**src/rtl/vga_timing_pkg.sv**
```systemverilog
// Shared VGA timing constants and the sync-window decode helper.
package vga_timing_pkg;

  // 640x480, 800x525 total; matches the vga_timing_gen defaults.
  localparam int unsigned VGA640_H_DISPLAY = 640;
  localparam int unsigned VGA640_H_FRONT   = 16;
  localparam int unsigned VGA640_H_SYNC    = 96;
  localparam int unsigned VGA640_H_BACK    = 48;
  localparam int unsigned VGA640_V_DISPLAY = 480;
  localparam int unsigned VGA640_V_FRONT   = 10;
  localparam int unsigned VGA640_V_SYNC    = 2;
  localparam int unsigned VGA640_V_BACK    = 33;
  localparam bit          VGA640_HSYNC_POL = 1'b0;
  localparam bit          VGA640_VSYNC_POL = 1'b0;

  // 800x600, 1056x628 total, positive syncs.
  localparam int unsigned SVGA800_H_DISPLAY = 800;
  localparam int unsigned SVGA800_H_FRONT   = 40;
  localparam int unsigned SVGA800_H_SYNC    = 128;
  localparam int unsigned SVGA800_H_BACK    = 88;
  localparam int unsigned SVGA800_V_DISPLAY = 600;
  localparam int unsigned SVGA800_V_FRONT   = 1;
  localparam int unsigned SVGA800_V_SYNC    = 4;
  localparam int unsigned SVGA800_V_BACK    = 23;
  localparam bit          SVGA800_HSYNC_POL = 1'b1;
  localparam bit          SVGA800_VSYNC_POL = 1'b1;

  // Output level of a sync line: pol inside [start, start+len), !pol outside.
  function automatic logic sync_level(input int unsigned pos,
                                      input int unsigned start,
                                      input int unsigned len,
                                      input logic        pol);
    return ((pos >= start) && (pos < start + len)) ? pol : ~pol;
  endfunction

endpackage

```
**src/rtl/pixel_tick_gen.sv**
```systemverilog
// System-clock to pixel-rate divider producing the one-clk p_tick strobe.
module pixel_tick_gen #(
  parameter int unsigned CLK_DIV = 2
) (
  input  logic clk,
  input  logic reset,
  input  logic enable,
  output logic p_tick
);

  localparam int unsigned   DW       = (CLK_DIV > 1) ? $clog2(CLK_DIV) : 1;
  localparam logic [DW-1:0] DIV_LAST = DW'(CLK_DIV - 1);

  logic [DW-1:0] div;

  // Divider phase advances only while enabled, so a pause resumes mid-pixel.
  always_ff @(posedge clk or posedge reset) begin
    if (reset) begin
      div <= '0;
    end else if (enable) begin
      div <= (div == DIV_LAST) ? '0 : div + 1'b1;
    end
  end

  // Reset gating keeps p_tick low during reset even when CLK_DIV is 1.
  assign p_tick = enable && !reset && (div == DIV_LAST);

endmodule

```
**src/rtl/vga_timing_gen.sv**
```systemverilog
// Parametrised VGA timing generator: pixel counters plus registered sync/video decode.
module vga_timing_gen
  import vga_timing_pkg::*;
#(
  parameter int unsigned CLK_DIV   = 2,
  parameter int unsigned H_DISPLAY = 640,
  parameter int unsigned H_FRONT   = 16,
  parameter int unsigned H_SYNC    = 96,
  parameter int unsigned H_BACK    = 48,
  parameter int unsigned V_DISPLAY = 480,
  parameter int unsigned V_FRONT   = 10,
  parameter int unsigned V_SYNC    = 2,
  parameter int unsigned V_BACK    = 33,
  parameter bit          HSYNC_POL = 1'b0,
  parameter bit          VSYNC_POL = 1'b0,
  parameter int unsigned CW        = 10
) (
  input  logic          clk,
  input  logic          reset,
  input  logic          enable,
  output logic          hsync,
  output logic          vsync,
  output logic          video_on,
  output logic          p_tick,
  output logic [CW-1:0] pixel_x,
  output logic [CW-1:0] pixel_y,
  output logic          line_start,
  output logic          frame_start
);

  localparam int unsigned   H_TOTAL = H_DISPLAY + H_FRONT + H_SYNC + H_BACK;
  localparam int unsigned   V_TOTAL = V_DISPLAY + V_FRONT + V_SYNC + V_BACK;
  localparam logic [CW-1:0] H_LAST  = CW'(H_TOTAL - 1);
  localparam logic [CW-1:0] V_LAST  = CW'(V_TOTAL - 1);

  logic [CW-1:0] next_x;
  logic [CW-1:0] next_y;

  pixel_tick_gen #(
    .CLK_DIV(CLK_DIV)
  ) u_tick (
    .clk   (clk),
    .reset (reset),
    .enable(enable),
    .p_tick(p_tick)
  );

  // Coordinate the counters move to on the next pixel tick.
  always_comb begin
    next_x = pixel_x + 1'b1;
    next_y = pixel_y;
    if (pixel_x == H_LAST) begin
      next_x = '0;
      next_y = (pixel_y == V_LAST) ? '0 : pixel_y + 1'b1;
    end
  end

  // Sync/video flops decode the coordinate being loaded, so they always
  // describe the presented pixel with zero lag behind the counters.
  always_ff @(posedge clk or posedge reset) begin
    if (reset) begin
      pixel_x  <= H_LAST;
      pixel_y  <= V_LAST;
      video_on <= 1'b0;
      hsync    <= !HSYNC_POL;
      vsync    <= !VSYNC_POL;
    end else if (p_tick) begin
      pixel_x  <= next_x;
      pixel_y  <= next_y;
      video_on <= (32'(next_x) < H_DISPLAY) && (32'(next_y) < V_DISPLAY);
      hsync    <= sync_level(32'(next_x), H_DISPLAY + H_FRONT, H_SYNC, HSYNC_POL);
      vsync    <= sync_level(32'(next_y), V_DISPLAY + V_FRONT, V_SYNC, VSYNC_POL);
    end
  end

  assign line_start  = p_tick && (pixel_x == '0);
  assign frame_start = line_start && (pixel_y == '0);

endmodule

```
**config.mk**
```make
export PLATFORM = sky130hd
export DESIGN_NAME = vga_timing_gen
export DESIGN_NICKNAME = d
export VERILOG_FILES = /design/src/rtl/vga_timing_pkg.sv /design/src/rtl/pixel_tick_gen.sv /design/src/rtl/vga_timing_gen.sv
export SDC_FILE = /design/constraint.sdc
export NUM_CORES = 1
export LEC_CHECK = 0
export ABC_AREA = 1
export CORE_MARGIN = 4
export CORE_UTILIZATION = 33
export DETAILED_ROUTE_END_ITERATION = 10
export HOLD_SLACK_MARGIN = 0.02
export PLACE_DENSITY = 0.53
export RECOVER_POWER = 100
export SETUP_SLACK_MARGIN = 0.1
export SYNTH_ARGS = -nofsm -noshare
export SYNTH_HDL_FRONTEND = slang
export SYNTH_SLANG_ARGS = --single-unit
```
**constraint.sdc**
```tcl
create_clock -name clk -period 2.62 [get_ports clk]
set_clock_uncertainty 0.1 [all_clocks]
set_input_delay 0.393 -clock clk [delete_from_list [all_inputs] [get_ports clk]]
set_output_delay 0.393 -clock clk [all_outputs]
set_load 0.05 [all_outputs]
```
==> results by group <==
Status
  • Status: finished, final reports clean

Worst setup path
  • CP cell instances: dlygate4sd3_1 > clkinvlp_2 > nand3_2 > nor3_4 > nor3b_2 > buf_12
  • Top delay family on crit path: buffers and inverters
  • CP max FO: 7
  • Buffer and inverter count on the worst path: 3
  • Crit path DAT: 1.90 ns
  • Crit start category: input port
  • Kind of critical path: input port to output pin
  • Worst path slowest cell: dlygate4sd3_1
  • Max stage delay on crit path: 0.55 ns
  • Req. time, crit path: 2.13 ns
  • Worst setup EP type: output pin

Layout
  • Final instance area: 0.002068 mm²
  • Area Overhead vs Synth: 27.15%
  • Share of post-route cells with drive strength above 1: roughly an eighth
  • Commonest non-fill, non-tap cell in the layout: nand2_1
  • Most frequent cells in the layout: nand2_1, nor2_1, inv_1
  • Final nets: 276
  • ANT cells: 0

Power
  • PwrDens: between 800 and 900 mW/mm²
  • Overall Power: 1.700 mW
  • Highest ir drop seen on vdd: 0.0004605 V
  • Static Leak: approximately 0.95 nW

Clock network
  • Post-CTS Resized: 0
  • Clock slew at reported path FFs: 0.09 ns
  • CTS H-Tree Depth: 1
  • CTS sink count: 24
  • Skew-Pair Late Insertion Delay: 0.27 ns
  • Setup Fix Bufs, Post-CTS: 0
  • CTS tree: yes
  • Hold_buf cts: 0
  • CTS buffer count: 3
  • Max Root-Sink Buffers: 2
  • Root Driver: clkbuf_8

STA
  • RSZ-0062 raised after global routing: no
  • Worst setup margin: 0.2268 ns
  • Fmax: 417.8 MHz
  • Slew @ Worst Pin: between 1 and 1.5 ns
  • Worst slew margin: 10.65%
  • Hold WS: 0.3816 ns
  • Final Cycle Share: 91.34%
  • Final Hold Fails: 0
  • Setup violators final: 0
  • Fin crit period: 2.393 ns
  • Max-slew violation count: 0
  • Sum of negative setup slack: 0 ns

Logic synthesis
  • Syn nets: 243
  • Ys Warns: 0
  • Cell Area, Synth: 0.001627 mm²
  • Sequential-to-total area share from yosys stat: about 38%
  • Unique masters post-synth: 23
  • Synthesized flop and latch total: 24
  • Area leader, netlist: dfstp_2
  • Synth area leaders: dfstp_2, dfrtp_1, nand2_1, nand3_1, inv_1
  • Avg Inst Size Synth: around 7 µm²
  • Share of the synthesized area in the top cell type: 19.38%
  • Cells after Synth: 236

Route
  • Initial DRC Count: 67
  • Via count: approximately 1600
  • DR vias/cell: 4.800
  • Drt drc: 0
  • Routed Antenna Nets: 0
  • Drt total wl: 4.339 mm
  • First-pass DRT Iterations: 4
  • Routed length per instance: roughly 13 µm

Run
  • MaxCap Viol Count: 0

Floorplan
  • Core Rows: 25
  • Initial Util: 34.21%
  • I/O pin total: 29
  • Die width: 78.21 µm
  • Die height: 78.21 µm
  • Die area: 0.006116 mm²
  • Area of the core: 0.004755 mm²

Global routing
  • First-pass GRT wire length: about 7.7 mm
  • Overall Global Routing Usage: about 15%
  • Largest net degree at the start of global routing: 25
  • Initial antenna violation count: 0
  • Vias in the first global route: around 1600
  • Grt ovf: 0

Place
  • # port buffers: 28
  • Gpl congestion: 0.8618
  • DP Area: 0.002049 mm²
  • Post-DP HPWL: 3.316 mm
  • DP Worst Slack: 0.3657 ns

Worst hold path
  • HP Class: flop to flop
-- routing by layer --
layer | vias to the layer above | track usage, % | share of wire, %
met5 | - | 0 | 0
met4 | 0 | 3.322 | 0.92
met3 | 6 | 2.867 | 5.4
met2 | 42 | 25.51 | 47
met1 | 741 | 21.00 | 47
li1 | 819 | - | -
-- synthesized netlist by cell type (all sizes together) --
cell type / number
a21oi: 3
buf: 1
clkbuf: 3
clkinv: 1
dfrtp: 12
dfstp: 12
ha: 4
inv: 31
nand2: 69
nand3: 27
nand4: 10
nor2: 34
nor3: 3
nor3b: 1
o21a: 3
o21ai: 17
o21bai: 1
xnor2: 1
xor2: 3
-- per-stage QoR --
step | util, % | std cells
floorplan | - | 236
global placement | 43.11 | 331
detailed placement | 43.11 | 331
CTS | 44.26 | 335
global route | 43.50 | 335
finish | 43.50 | 335
-- registers in the layout (all words and copies together) (netlist names) --
name,flops
pixel_y,10
u_tick.div,1
hsync,1
pixel_x,10
vsync,1
video_on,1
-- final timing paths --
path,startpoint,cells past startpoint,slack [ns],end
worst max-delay path,reset,6,0.23,frame_start
worst min-delay path,video_on,2,0.38,video_on
worst max register to register,pixel_x[1],12,0.33,vsync
worst min register to register,video_on,2,0.38,video_on
max in group asynchronous,reset,3,0.56,pixel_x[6]
min in group asynchronous,reset,3,0.98,pixel_y[4]
-- power by group --
| part | leakage, nW | switching, mW | total, mW | internal [mW] |
|---|---|---|---|---|
| clock | 0.0288 | 0.124 | 0.258 | 0.134 |
| sequential | 0.265 | 0.136 | 0.639 | 0.503 |
| combinational | 0.661 | 0.567 | 0.803 | 0.236 |
| total | 0.955 | 0.826 | 1.70 | 0.874 |
-- area by class of cell --
class                      instances  area, µm²
tap                               67      83.83
fill                             516       2686
multi-input combinational        176      872.1
inverter                          32      121.4
timing repair buffer              32      317.8
sequential                        24      618.1
clock buffer                       4      55.05
-- worst register-to-register path: cells and delay by family, from the launching register on --
family,cells,cell delay (ns)
adder cells (fa/ha/maj),1,0.19
flip-flops,1,0.59
buffers and inverters,1,0.04
AND/OR/NAND/NOR,10,1.32
-- kinds of logic after synthesis --
group / count (synthesis) / share of synthesized area (%)
buffers and inverters: 36 / 8.769
and+or+nand+nor: 144 / 39.92
DFF: 24 / 37.85
xor gates and xnor gates: 4 / 2.154
adders and majority gates: 4 / 3.077
AOI/OAI and AO/OA: 24 / 8.230
Note: power is estimated with default switching activity, not from simulation.
